$ cat config.mk
export PLATFORM = sky130hd
export DESIGN_NAME = sequenciador_posicao
export DESIGN_NICKNAME = d
export VERILOG_FILES = /design/src/rtl/sequenciador_posicao_pkg.sv /design/src/rtl/sequenciador_passo.sv /design/src/rtl/sequenciador_posicao.sv
export SDC_FILE = /design/constraint.sdc
export NUM_CORES = 1
export LEC_CHECK = 0
export BUFFER_PORTS_ARGS = -buffer_cell sky130_fd_sc_hd__buf_2
export CAP_MARGIN = 20
export CORE_MARGIN = 1
export CORE_UTILIZATION = 54
export CTS_BUF_LIST = sky130_fd_sc_hd__clkbuf_4 sky130_fd_sc_hd__clkbuf_8
export DETAILED_ROUTE_END_ITERATION = 12
export GPL_ROUTABILITY_DRIVEN = 0
export PLACE_DENSITY = 0.86
export RECOVER_POWER = 50
export SLEW_MARGIN = 0
export SYNTH_ARGS = -nofsm -noshare
export SYNTH_HDL_FRONTEND = slang
export SYNTH_SLANG_ARGS = --single-unit
$ cat constraint.sdc
create_clock -name clk -period 6.65 [get_ports clk]
set_input_delay 0 -clock clk [delete_from_list [all_inputs] [get_ports clk]]
set_output_delay 0 -clock clk [all_outputs]
set_load 0.03 [all_outputs]
$ cat src/rtl/sequenciador_posicao_pkg.sv
// rtl/sequenciador_posicao_pkg.sv - decoder codes, decoder error states and FSM encoding
// Shared by sequenciador_posicao and sequenciador_passo.
package sequenciador_posicao_pkg;

  localparam logic [6:0] C1 = 7'b0000001;
  localparam logic [6:0] C2 = 7'b0000010;
  localparam logic [6:0] C3 = 7'b0000100;
  localparam logic [6:0] C4 = 7'b0001000;
  localparam logic [6:0] C5 = 7'b0010000;
  localparam logic [6:0] C6 = 7'b0100000;
  localparam logic [6:0] C7 = 7'b1000000;
  localparam logic [6:0] C8 = 7'b1111111;

  localparam logic [3:0] EST_ERRO_A = 4'd8;
  localparam logic [3:0] EST_ERRO_B = 4'd9;
  localparam logic [3:0] EST_ERRO_C = 4'd10;

  typedef enum logic [2:0] {
    OCIOSO   = 3'd0,
    EMITE    = 3'd1,
    ESPERA   = 3'd2,
    PRONTO   = 3'd3,
    FALHA    = 3'd4,
    RECUPERA = 3'd5
  } estado_fsm_t;

  function automatic logic [6:0] codigo_de(input logic [2:0] pos);
    case (pos)
      3'd1:    codigo_de = C1;
      3'd2:    codigo_de = C2;
      3'd3:    codigo_de = C3;
      3'd4:    codigo_de = C4;
      3'd5:    codigo_de = C5;
      default: codigo_de = 7'd0;
    endcase
  endfunction

endpackage

$ cat src/rtl/sequenciador_passo.sv
// rtl/sequenciador_passo.sv - next step position and its decoder code
// SEQ_SALTO_DIRETO_EN: from position 0, jump straight to the target (3 goes via 4).
module sequenciador_passo
  import sequenciador_posicao_pkg::*;
(
  input  logic [2:0] i_pos,
  input  logic [2:0] i_alvo,
  output logic [2:0] o_passo,
  output logic [6:0] o_codigo
);

  always_comb begin
    o_passo = (i_alvo > i_pos) ? i_pos + 3'd1 : i_pos - 3'd1;
`ifdef SEQ_SALTO_DIRETO_EN
    if (i_pos == 3'd0) begin
      o_passo = (i_alvo == 3'd3) ? 3'd4 : i_alvo;
    end
`else
`endif
    o_codigo = codigo_de(o_passo);
  end

endmodule

$ cat src/rtl/sequenciador_posicao.sv
// rtl/sequenciador_posicao.sv - steps a position decoder to a target one code at a time
// Optional direct jump from position 0 under SEQ_SALTO_DIRETO_EN (see sequenciador_passo).
module sequenciador_posicao
  import sequenciador_posicao_pkg::*;
#(
  parameter int TIMEOUT = 8,
  parameter int NPOS    = 6
) (
  input  logic       clk,
  input  logic       Reset,
  input  logic       Pedido,
  input  logic [2:0] Alvo,
  input  logic [3:0] Estado,
  output logic [6:0] Entrada,
  output logic       Controle,
  output logic       DecReset,
  output logic       Ocupado,
  output logic       Pronto,
  output logic       Erro
);

  estado_fsm_t r_estado;
  estado_fsm_t w_prox;
  logic [2:0]  r_alvo;
  logic [2:0]  r_passo;
  logic [3:0]  r_timer;
  logic        r_rejeita;

  logic [2:0]  w_passo;
  logic [6:0]  w_codigo;
  logic [3:0]  w_timer_inc;
  logic        w_alvo_invalido;
  logic        w_chegou;
  logic        w_timeout;

  assign w_alvo_invalido = (Alvo == 3'd0) || (32'(Alvo) >= 32'(NPOS));
  assign w_timer_inc     = (r_timer == 4'hF) ? r_timer : r_timer + 4'd1;
  assign w_timeout       = 32'(w_timer_inc) >= 32'(TIMEOUT);
  assign w_chegou        = (Estado == {1'b0, r_passo});

  sequenciador_passo u_passo (
    .i_pos   (Estado[2:0]),
    .i_alvo  (r_alvo),
    .o_passo (w_passo),
    .o_codigo(w_codigo)
  );

  always_ff @(posedge clk) begin
    if (Reset) begin
      r_estado <= OCIOSO;
    end else begin
      r_estado <= w_prox;
    end
  end

  // Timer counts from the strobe cycle itself and restarts on every new strobe
  always_ff @(posedge clk) begin
    if (Reset) begin
      r_alvo    <= 3'd0;
      r_passo   <= 3'd0;
      r_timer   <= 4'd0;
      r_rejeita <= 1'b0;
    end else begin
      r_rejeita <= (r_estado == OCIOSO) && Pedido && w_alvo_invalido;
      if ((r_estado == OCIOSO) && Pedido && !w_alvo_invalido) begin
        r_alvo <= Alvo;
      end
      if (r_estado == EMITE) begin
        r_passo <= w_passo;
      end
      if ((w_prox == EMITE) || !((r_estado == EMITE) || (r_estado == ESPERA))) begin
        r_timer <= 4'd0;
      end else begin
        r_timer <= w_timer_inc;
      end
    end
  end

  always_comb begin
    w_prox = r_estado;
    case (r_estado)
      OCIOSO: begin
        if (Pedido && !w_alvo_invalido) begin
          if (Estado[3])                   w_prox = FALHA;
          else if (Estado == {1'b0, Alvo}) w_prox = PRONTO;
          else                             w_prox = EMITE;
        end
      end
      EMITE:  w_prox = ESPERA;
      ESPERA: begin
        if (w_chegou)                  w_prox = (r_passo == r_alvo) ? PRONTO : EMITE;
        else if (Estado[3] || w_timeout) w_prox = FALHA;
      end
      PRONTO:   w_prox = OCIOSO;
      FALHA:    w_prox = RECUPERA;
      RECUPERA: w_prox = OCIOSO;
      default:  w_prox = OCIOSO;
    endcase
  end

  always_comb begin
    Ocupado  = (r_estado != OCIOSO);
    Controle = (r_estado == EMITE);
    Entrada  = (r_estado == EMITE) ? w_codigo : 7'd0;
    Pronto   = (r_estado == PRONTO);
    Erro     = (r_estado == FALHA) || r_rejeita;
    DecReset = (r_estado == RECUPERA);
  end

endmodule

Word-level counts from Yosys, hierarchy flattened:

Cells that the tools add are included.

* output and inout bits: 12
* register bits after elaboration: 14
* input port bits: 10

* add/subtract/negate cells: 3
* mux-type cells: 11
* $lt $le $gt $ge: 3
* eq/ne operators: 15
* reductions and logical operators: 15

Operators by type and width (number)
* 5-bit one-hot mux with 5 select lines: 1
* 3-bit two-way mux: 5
* 3-bit by 2-bit == test with 1-bit output, second input constant: 4
* 3-bit == test, second input constant: 4
* 3-bit one-hot mux with 4 select lines: 1
* 3-bit by 1-bit == test with 1-bit output, second input constant: 3
* 4-bit by 3-bit == test with 1-bit output: 2
* 7-bit two-way mux: 1
* 3-bit logical NOT: 2
* 1-bit logical OR: 5
* 4-bit by 1-bit adder with 4-bit output, second input constant: 1
* 4-bit == test, second input constant: 1
* 4-bit greater-or-equal comparator, second input constant: 1
* 1-bit logical AND: 4
* 2-bit two-way mux: 2
* 4-bit two-way mux: 1
* 3-bit by 1-bit adder with 3-bit output, second input constant: 1
* 3-bit == test: 1
* 3-bit greater-or-equal comparator, second input constant: 1
* 3-bit > comparator: 1
* 3-bit nonzero test: 1
* 3-bit by 1-bit subtractor with 3-bit output, second input constant: 1
* 1-bit logical NOT: 2
* 2-bit OR reduction: 1

Logic depth before layout (Yosys ltp):

Gate-level depths: netlist (run 1).

* word-level depth: 10
* gate-level depth with buffers: 11
* depth with buffers taken out: 11

Cells and area by module:

From an unflattened synthesis (run 1), not the netlist that was laid out.

* cells, all modules: 140
* area total of the unflattened synthesis: 1229.9 um2

By module, submodules not included
* sequenciador_posicao: area each 925.9 um2, seq. area each 280.3 um2, cells an instance 101, times used 1
* sequenciador_passo: area each 304.0 um2, seq. area each 0.0 um2, cells an instance 39, times used 1

Worst setup path after synthesis (run 1):

OpenSTA, ideal clock, no wires.

* path kind: register to output
* from: reg r_alvo[1]
* to: out Entrada[1]
* data required time: 6.650 ns
* buffers on the path: 0
* stages on the path, launching flop included: 10
* setup slack: 4.077 ns
* data arrival time: 2.573 ns
* path through: dfxtp_1 ha_1 nor2b_1 o21ai_0 a32oi_1 inv_1 fa_1 xor2_1 xnor2_1 nor3b_1

* word-level cells in the longest chain between the ends: 5
* elaborated cells between the ends (all ways): 9

RTL lines
* start: declaration: RTL line sequenciador_posicao.sv:24 `logic [2:0] r_alvo;`
* start signal: assignment: RTL line sequenciador_posicao.sv:66 `r_alvo <= Alvo;`
* 3-bit > comparator (*): RTL line sequenciador_passo.sv:13 `o_passo = (i_alvo > i_pos) ? i_pos + 3'd1 : i_pos - 3'd1;`
* 3-bit two-way mux (*): RTL line sequenciador_passo.sv:13
* 3-bit == test (tied with other cells): RTL line sequenciador_posicao_pkg.sv:28 `case (pos)`
* 5-bit one-hot mux with 5 select lines (*): RTL line sequenciador_posicao_pkg.sv:28
* 7-bit two-way mux (*): RTL line sequenciador_posicao.sv:104 `Entrada = (r_estado == EMITE) ? w_codigo : 7'd0;`
* end: declaration: RTL line sequenciador_posicao.sv:14 `output logic [6:0] Entrada,`

Mark *: on every way between the ends. The rest lies on a longest branch, timed or not.

Final worst setup path (run 1):

* from: reg r_alvo[1]
* to: out Entrada[4]

The elaborated chain is that of the path after synthesis.

==> impl_metrics.py, run 1 <==
metrics = {
    "run_status": {
        "status": "complete, no violations",
    },
    "die": {
        "die-area_sq_um": 2110,
        "die_y_um": 45.93,
        "core_sq_um": 1764,
        "row_count": 15,
        "die_x_um": 45.93,
        "num_io_pins": 22,
        "start_util_pct": 59.08,
    },
    "grt": {
        "top_usage_layer": "met2",
        "grt_pass1_vias": 790,
        "grt_start_max_net_pins": 12,
        "use_met2_pct": 38.31,
        "globalRouteMet1Util_pct": 27.64,
        "grt_overflow": 0,
        "grt_pass1_wl_um": 3332,
        "grt_usage_pct": 21.91,
        "use_met3_pct": 3.571,
        "antenna_found_initial": 0,
    },
    "worst_setup_path": {
        "startpoint": "r_alvo[1]",
        "cp_slowest_cell": "xnor2_1",
        "slowest_delay_ns": 0.40,
        "cp_cell_sequence": "ha_1 > nor2b_1 > o21ai_0 > a32oi_1 > inv_1 > fa_1 > xor2_1 > xnor2_1 > and3_1 > buf_2",
        "cp_max_fo": 6,
        "critical_path_required_ns": 6.65,
        "worst_r2r_startpoint": "r_estado[0]",
        "start_kind": "register",
        "path_buf_inv": 2,
        "crit_arrival_ns": 2.86,
        "cp_top_family": "adder cells",
        "cp-end-kind": "primary output",
        "critPathKind": "reg -> out",
    },
    "clock_network": {
        "clkSinkCount": 14,
        "cts_max_path_buffers": 2,
        "hold_buffers": 0,
        "clkSlewWorstSetupHoldPaths_ns": 0.08,
        "post_cts_buffers": 0,
        "ctsResizeCount": 0,
        "cts_made_buffers": 3,
        "cts_tree": "done",
        "clk_latency_ns": 0.28,
        "htreeDepth": 1,
        "cts_root_buffer": "clkbuf_4",
    },
    "synth": {
        "yosys.area.top_type_share_pct": 26.89,
        "syn_area_sq_um": 1042,
        "synthDistinctLibCells": 41,
        "synth_common_cells": "14 x dfxtp_1, 11 x a21oi_1, 11 x nor2_1",
        "ys.warnings.count": 0,
        "yosys.cell_count.top_type": "dfxtp_1",
        "postSynthRegisterBits": 14,
        "async_reset_ff_share_pct": 0,
        "synth_area_leader_cell": "dfxtp_1",
        "yosysSeqAreaShare_pct": 26.89,
        "postSynthCellCount": 119,
        "netlist_top_cells_area": "dfxtp_1 27%, ha_1 11%, xor2_1 8.4%",
        "synth-edff-count": 0,
        "ys.flop_type": "dfxtp_1",
        "synth.avg_cell_area_sq_um": 8.758,
    },
    "cells_and_area": {
        "regArea_sq_um": 280.3,
        "final_nets": 160,
        "drive_gt1_share_pct": 20.14,
        "multi_input_area_sq_um": 685.7,
        "instances_no_fill": 164,
        "area_delta_synth_final_pct": 10.92,
        "antenna_cells": 0,
        "fill_cells": 163,
    },
    "drt": {
        "first_pass_iters": 4,
        "vias": 910,
        "antenna_left": 0,
        "wirelength_um": 2090,
        "drc": 0,
        "wire_per_inst_um": 12.74,
        "via_per_inst": 5.549,
        "dr.first_iter.drc_count": 8,
    },
    "timing": {
        "finalHoldViolations": 0,
        "slew_viol_final": 0,
        "rsz0062_at_grt": "false",
        "tightest_slew_ns": 1.195,
        "min_period_over_period_pct": 43.04,
        "setup_viol": 0,
        "relSlewSlack_pct": 19.85,
        "fmax_ghz": 0.3494,
        "finalSetupTns_ns": 0,
        "finClkSkew_ns": 0.001448,
        "layout_min_cycle_time_ns": 2.862,
    },
    "power_and_ir_drop": {
        "vdd_drop_max_uv": 148.4,
        "p_leak_nw": 0.5364,
        "p_per_area_nw_per_um2": 202.0,
    },
    "run": {
        "maxCapViolations": 0,
    },
    "min_path": {
        "min_from": "Alvo[0]",
        "worst_hold_path_type": "in -> reg",
    },
    "placement": {
        "dp_cells": 160,
        "numPortBuffers": 19,
        "dp_hpwl_um": 1647,
    },
}
## path summary, 6_finish.rpt
| kind | to | slack [ns] | cells past startpoint |
|---|---|---|---|
| max | Entrada[4] | 3.79 | 10 |
| min | r_alvo[0] | 0.009 | 3 |
| max reg2reg | r_timer[0] | 4.05 | 5 |
| min reg2reg | r_alvo[0] | 0.56 | 2 |
## placed cells by master, fill, tap and decap left out, types with 2 or more instances in the layout
cell type,n
buf_2,14
dfxtp_1,14
nor2_1,11
a21oi_1,11
xor2_1,10
ha_1,9
inv_1,8
nand2_1,7
clkbuf_1,5
nor3_1,4
mux2i_1,4
xnor2_1,3
nor3b_1,3
clkbuf_4,3
o21ai_0,2
and3_1,2
and3b_2,2
a211oi_1,2
nor4_1,2
conb_1,2
## registers in the layout (all words and copies together) (netlist names)
signal / flops
r_passo: 3
r_timer: 4
r_alvo: 3
r_estado: 3
r_rejeita: 1
## metal layers
layer / vias up / part of all wire, %
li1: 445 / -
met1: 444 / 48
met2: 19 / 48
met3: 2 / 2.7
met4: 0 / 1.1
met5: - / 0
## where the power goes
group	switching [W]	internal, W	total [W]	leakage (nW)
clock network	0.0000284	0.0000334	0.0000618	0.0210
registers	0.00000726	0.0000896	0.0000969	0.114
logic	0.0000458	0.0000291	0.0000749	0.401
total	0.0000815	0.000152	0.000234	0.536
## cells by family after synthesis
logic type / after synthesis / share of synthesized area [%]
AND/OR/NAND/NOR: 41 / 22.69
AO/OA/AOI/OAI: 22 / 15.37
flip-flops: 14 / 26.89
XOR/XNOR: 13 / 10.92
buffers and inverters: 13 / 6.121
adder cells (fa/ha/maj): 10 / 12.73
multiplexers: 5 / 4.922
other: 1 / 0.3598
## per-stage QoR
step	total power, W	hold WS, ns	utilization (%)	instance area [sq um]	worst slack (ns)
after floorplan	0.0001572	0.09566	-	1046	4.077
final	0.0002336	0.008924	65.53	1156	3.788
after global routing	0.0002462	0.03506	65.53	1156	3.612
after CTS	0.0002373	0.006489	66.81	1179	3.812
after global placement	0.0001716	0.2838	64.75	1142	4.254
after detailed placement	0.0001762	0.3056	64.75	1142	4.134
## final cells by class
type	instances	share of cell area, %
tap	25	2.706
sequential	14	24.24
inverter	9	2.922
timing repair buffer	19	7.684
multi-input combinational	93	59.31
clock buffer	4	3.139
## worst register-to-register path: cells and delay by family, from the launching register on
family / cells / cell delay [ns]
AO/OA/AOI/OAI: 3 / 1.33
AND/OR/NAND/NOR: 2 / 0.76
flip-flops: 1 / 0.38
No activity file was read; power rests on OpenSTA's default activity.
==> run 2: changes to the inputs <==
Settings changed: CORE_UTILIZATION 54 to 50, PLACE_DENSITY 0.86 to 0.84.
Clock period 6.65 ns to 2.4 ns, I/O delays scaled along.
==> run 2 against run 1 <==
Sequential power grew to 2.8 times the previous value; total power grew to 2.8 times the previous value; wire length increased by 12%; largest power group unchanged; critical path type unchanged; the run now ends with setup timing left; register-to-register slack got worse by 3.8 ns.
==> impl_metrics.py, run 2 (same netlist as run 1, synthesis figures left out) <==
metrics = {
    "cells_and_area": {
        "drive_gt1_share_pct": 33.33,
        "largest_reg_flops": 4,
        "layout_common_cells": "12 x a21oi_1, 12 x dfxtp_1, 11 x nor2_1",
        "final_nets": 166,
        "fill_cells": 182,
        "regArea_sq_um": 285.3,
        "multi_input_area_sq_um": 770.7,
        "antenna_cells": 0,
        "area_delta_synth_final_pct": 24.73,
        "largest_register": "r_timer",
    },
    "timing": {
        "final.setup.worst_slack_ns": -0.1336,
        "setup_viol": 5,
        "worst_hold_slack_ns": 0.03371,
        "fmax_ghz": 0.3947,
        "relSlewSlack_pct": 56.39,
        "slew_viol_final": 0,
        "rsz0062_at_grt": "true",
        "min_period_over_period_pct": 105.6,
        "layout_min_cycle_time_ns": 2.534,
        "tightest_slew_ns": 0.6482,
        "finalHoldViolations": 0,
        "finClkSkew_ns": 0.007712,
    },
    "drt": {
        "wire_per_inst_um": 13.69,
        "via_per_inst": 5.322,
        "vias": 910,
        "dr.first_iter.drc_count": 19,
        "wirelength_um": 2341,
        "antenna_left": 0,
        "first_pass_iters": 4,
        "drc": 0,
    },
    "grt": {
        "grt_start_max_net_pins": 12,
        "grt_pass1_vias": 802,
        "grt_overflow": 0,
        "grt_pass1_wl_um": 3594,
        "grt_usage_pct": 22.71,
        "antenna_found_initial": 0,
    },
    "die": {
        "num_io_pins": 22,
        "die_x_um": 47.66,
        "die-area_sq_um": 2271,
        "core_sq_um": 1962,
        "die_y_um": 47.66,
        "row_count": 16,
        "start_util_pct": 53.13,
    },
    "clock_network": {
        "htreeDepth": 1,
        "clkSlewWorstSetupHoldPaths_ns": 0.08,
        "cts_tree": "done",
        "hold_buffers": 0,
        "clkSinkCount": 14,
        "clk_latency_ns": 0.28,
        "cts_root_buffer": "clkbuf_4",
        "cts_made_buffers": 3,
        "cts_max_path_buffers": 2,
    },
    "worst_setup_path": {
        "crit_arrival_ns": 2.53,
        "cp_max_fo": 6,
        "rrSetupSlack_ns": 0.20,
        "critical_path_required_ns": 2.40,
        "crit_path_end": "Entrada[4]",
        "r2r.worst_path.cells": 5,
        "r2r_end": "r_timer[0]",
        "worst_r2r_startpoint": "r_estado[0]",
        "start_kind": "register",
        "cp-end-kind": "primary output",
        "critPathKind": "reg -> out",
        "startpoint": "r_alvo[1]",
    },
    "power_and_ir_drop": {
        "p_total_w": 0.0006617,
        "p_per_area_nw_per_um2": 509.0,
        "vdd_drop_max_uv": 262.8,
        "p_leak_nw": 0.5705,
    },
    "run_status": {
        "status": "finished, violations left",
        "violations": "setup timing",
    },
    "placement": {
        "dp_hpwl_um": 1745,
        "numPortBuffers": 19,
    },
    "run": {
        "maxCapViolations": 0,
    },
    "min_path": {
        "worst_hold_path_type": "in -> reg",
    },
}
-- run 2: cell count changes in the layout (fill, tap and decap cells not counted), moves of 2 or more --
| cell | change |
|---|---|
| dfxtp_1 | -2 |
| inv_2 | +2 |
| buf_4 | +9 |
| buf_6 | +2 |
| inv_1 | -2 |
| ha_1 | -3 |
| ha_4 | +3 |
| buf_2 | -5 |
-- run 2: power by group --
part	switching [W]	total (W)	internal (W)	leakage (nW)
combinational	0.000145	0.000260	0.000115	0.442
sequential	0.0000222	0.000271	0.000249	0.115
clock	0.0000728	0.000131	0.0000581	0.0138
total	0.000240	0.000662	0.000422	0.570
-- run 2: metal layers --
layer / GRT usage (%) / vias to the layer above / wire length (um)
li1: - / 456 / -
met1: 26.83 / 429 / 993
met2: 42.19 / 25 / 1282
met3: 2.264 / 0 / 65
met4: 8.333 / 0 / 0
met5: 0 / - / 0
-- run 2: how the worst min path moves through the flow --
stage	start	to	slack (ns)	cells past startpoint
floorplan	Estado[0]	r_passo[0]	0.1	1
global placement	Alvo[0]	r_alvo[0]	0.29	3
detailed placement	Alvo[0]	r_alvo[0]	0.31	3
CTS	Reset	r_estado[2]	0.03	2
global route	Reset	r_passo[1]	0.04	2
finish	Alvo[0]	r_alvo[0]	0.03	3
-- run 2: metrics by stage --
| stage | setup WS (ns) | TNS, ns | utilization [%] | instance area (sq um) | cells |
|---|---|---|---|---|---|
| CTS | -0.2244 | -0.9180 | 63.65 | 1249 | 168 |
| detailed placement | -0.1035 | -0.2310 | 58.74 | 1152 | 163 |
| global route | -0.2264 | -0.8846 | 66.26 | 1300 | 171 |
| global placement | 0.07170 | 0 | 58.74 | 1152 | 163 |
| finish | -0.1336 | -0.4551 | 66.26 | 1300 | 171 |
| floorplan | -0.1733 | -0.3465 | - | 1046 | 120 |
-- run 2: critical path, stage by stage (launching register included) --
cell and delay [ns]:
dfxtp_4 0.37, ha_4 0.26, nor2b_4 0.14, o21ai_2 0.07, a32oi_2 0.21, inv_2 0.08, fa_2 0.36, xor2_2 0.16
xnor2_2 0.26, and3_4 0.24, buf_6 0.12
-- run 2: cell type report --
class,count,share of cell area [%]
clock buffers,3,1.732
inverters,9,2.599
multi-input cells,93,59.29
flip-flops and latches,14,21.94
well taps,27,2.599
repair buffers,25,11.84
-- run 2: repair_timing --
item	4_1_cts	5_1_grt
pin swaps	5	8
buffers inserted	2	3
gates resized for setup	15	11
endpoints found under the setup margin	5	6
==> run 3: changes to the inputs <==
Settings changed: CORE_UTILIZATION 50 to 54, PLACE_DENSITY 0.84 to 0.86.
Clock period 2.4 ns to 2.7 ns, I/O delays scaled along.
==> run 3 against run 2 <==
The run now ends clean; via count up 1.9%; critical path depth unchanged; first-iteration DRC count rose by 16%; sequential power shrank 11%; hold slack got worse by 0.011 ns; die area shrank 7.1%; clock power grew 14%; register-to-register slack improved by 0.24 ns; sequential share of layout area increased by 0.17 points; setup slack better by 0.25 ns; global-route usage grew 1.9 points; critical endpoint unchanged; highest routed layer is now met4.
==> impl_metrics.py, run 3 (same netlist as run 1, synthesis figures left out) <==
metrics = {
    "cells_and_area": {
        "fin_util_pct": 72.48,
        "largest_reg_flops": 4,
        "layout_common_cells": "12 x dfxtp_1, 11 x nor2_1, 11 x a21oi_1",
        "largest_register": "r_timer",
        "area_delta_synth_final_pct": 22.69,
        "final_nets": 164,
        "drive_gt1_share_pct": 32.17,
        "final_common_cell": "dfxtp_1",
        "antenna_cells": 0,
        "fill_cells": 137,
    },
    "clock_network": {
        "clk_latency_ns": 0.28,
        "cts_max_path_buffers": 2,
        "cts_tree": "done",
        "cts_root_buffer": "clkbuf_4",
        "cts_made_buffers": 3,
        "clkSlewWorstSetupHoldPaths_ns": 0.09,
        "clkSinkCount": 14,
        "htreeDepth": 1,
    },
    "worst_setup_path": {
        "start_kind": "register",
        "critical_path_required_ns": 2.70,
        "critPathKind": "reg -> out",
        "cp_max_fo": 6,
        "slowest_delay_ns": 0.37,
        "crit_arrival_ns": 2.58,
        "cp-end-kind": "primary output",
        "cp_slowest_cell": "fa_2",
        "path_buf_inv": 2,
        "cp_top_family": "adder cells",
        "cp_cell_sequence": "ha_4 > nor2b_4 > o21ai_1 > a32oi_2 > inv_2 > fa_2 > xor2_2 > xnor2_2 > and3_4 > buf_6",
    },
    "timing": {
        "relSlewSlack_pct": 61.46,
        "tightest_slew_ns": 0.5729,
        "rsz0062_at_grt": "false",
        "layout_min_cycle_time_ns": 2.581,
        "min_period_over_period_pct": 95.60,
        "finalHoldViolations": 0,
        "finClkSkew_ns": 0.004566,
        "fmax_ghz": 0.3874,
        "setup_viol": 0,
        "slew_viol_final": 0,
        "finalSetupTns_ns": 0,
    },
    "power_and_ir_drop": {
        "p_sw_w": 0.0002156,
        "combPwrFrac_pct": 37.0,
        "p_total_w": 0.0006174,
        "p_seq_share_pct": 38.9,
        "p_leak_nw": 0.5661,
        "p_int_w": 0.0004018,
        "pwr-share-clk_pct": 24.2,
        "swShare_pct": 34.92,
        "p_per_area_nw_per_um2": 482.8,
        "vdd_drop_max_uv": 339.8,
    },
    "placement": {
        "numPortBuffers": 19,
        "dp_hpwl_um": 1660,
    },
    "drt": {
        "vias": 927,
        "wirelength_um": 2287,
        "wire_per_inst_um": 13.61,
        "first_pass_iters": 4,
        "dr.first_iter.drc_count": 22,
        "drc": 0,
        "antenna_left": 0,
        "via_per_inst": 5.518,
    },
    "grt": {
        "grt_usage_pct": 24.65,
        "grt_pass1_wl_um": 3760,
        "grt_start_max_net_pins": 12,
        "grt_overflow": 0,
        "grt_pass1_vias": 840,
        "antenna_found_initial": 0,
    },
    "min_path": {
        "worst_hold_path_type": "in -> reg",
    },
    "run": {
        "maxCapViolations": 0,
    },
    "die": {
        "core_sq_um": 1764,
        "row_count": 15,
        "die_y_um": 45.93,
        "start_util_pct": 59.08,
        "die-area_sq_um": 2110,
        "die_x_um": 45.93,
        "num_io_pins": 22,
    },
    "run_status": {
        "status": "complete, no violations",
    },
}
## run 3: cell types whose count changed in the layout (fill, tap and decap cells not counted), sizes merged
| cell | before | now |
|---|---|---|
| clkbuf | 8 | 9 |
| buf | 20 | 18 |
## run 3: stage by stage
stage	setup WS, ns	instance area (sq um)	instances	hold slack, ns
floorplan	0.1267	1046	120	0.09566
global placement	0.3042	1142	160	0.2838
detailed placement	0.1746	1142	160	0.3076
CTS	0.02043	1241	167	0.01579
global route	0.004037	1279	168	0.03863
finish	0.1187	1279	168	0.02221
## run 3: power groups by stage
stage	Sequential, W	Combinational (W)	Clock, W
4_1_cts	0.000240	0.000213	0.000151
3_3_place_gp	0.000242	0.000180	0
3_5_place_dp	0.000244	0.000190	0
5_1_grt	0.000242	0.000249	0.000161
6_report	0.000240	0.000228	0.000149
2_1_floorplan	0.000238	0.000150	0
## run 3: worst paths after layout
kind              cells past startpoint       from         end  slack, ns
hold reg to reg                       2  r_alvo[0]   r_alvo[0]       0.53
hold / removal                        3    Alvo[0]   r_alvo[0]       0.02
setup reg to reg                     10  r_alvo[1]  r_passo[2]       0.44
setup / recovery                     10  r_alvo[1]  Entrada[4]       0.12
## run 3: layer usage
metal / GRT usage, % / vias to the layer above / wire length (um)
met2: 41.97 / 24 / 1097
li1: - / 452 / -
met3: 3.571 / 2 / 64
met1: 32.61 / 449 / 1108
met4: 5.294 / 0 / 17
met5: 0 / - / 0
## run 3: worst reg2reg max path, cell delays in order (launching register included)
cell and delay (ns):
dfxtp_2 0.35, ha_4 0.27, nor2b_4 0.12, o21ai_1 0.07, a32oi_2 0.22, inv_2 0.09
fa_2 0.37, xor2_2 0.16, xnor2_2 0.19, buf_4 0.16, o21a_1 0.16
## run 3: layout make-up
type | instances | area [sq um] | share of cell area (%)
Multi-Input combinational cell | 93 | 755.7 | 59.10
Sequential cell | 14 | 282.8 | 22.11
Timing Repair Buffer | 23 | 138.9 | 10.86
Clock buffer | 4 | 36.28 | 2.838
Inverter | 9 | 33.78 | 2.642
Tap cell | 25 | 31.28 | 2.446
## run 3: timing repair
action / in CTS / in global routing
endpoints found under the setup margin: 5 / 5
hold buffers: 0 / 0
cloned: 0 / 0
pin swaps: 3 / 6
setup buffers: 3 / 1
resized for setup: 8 / 14
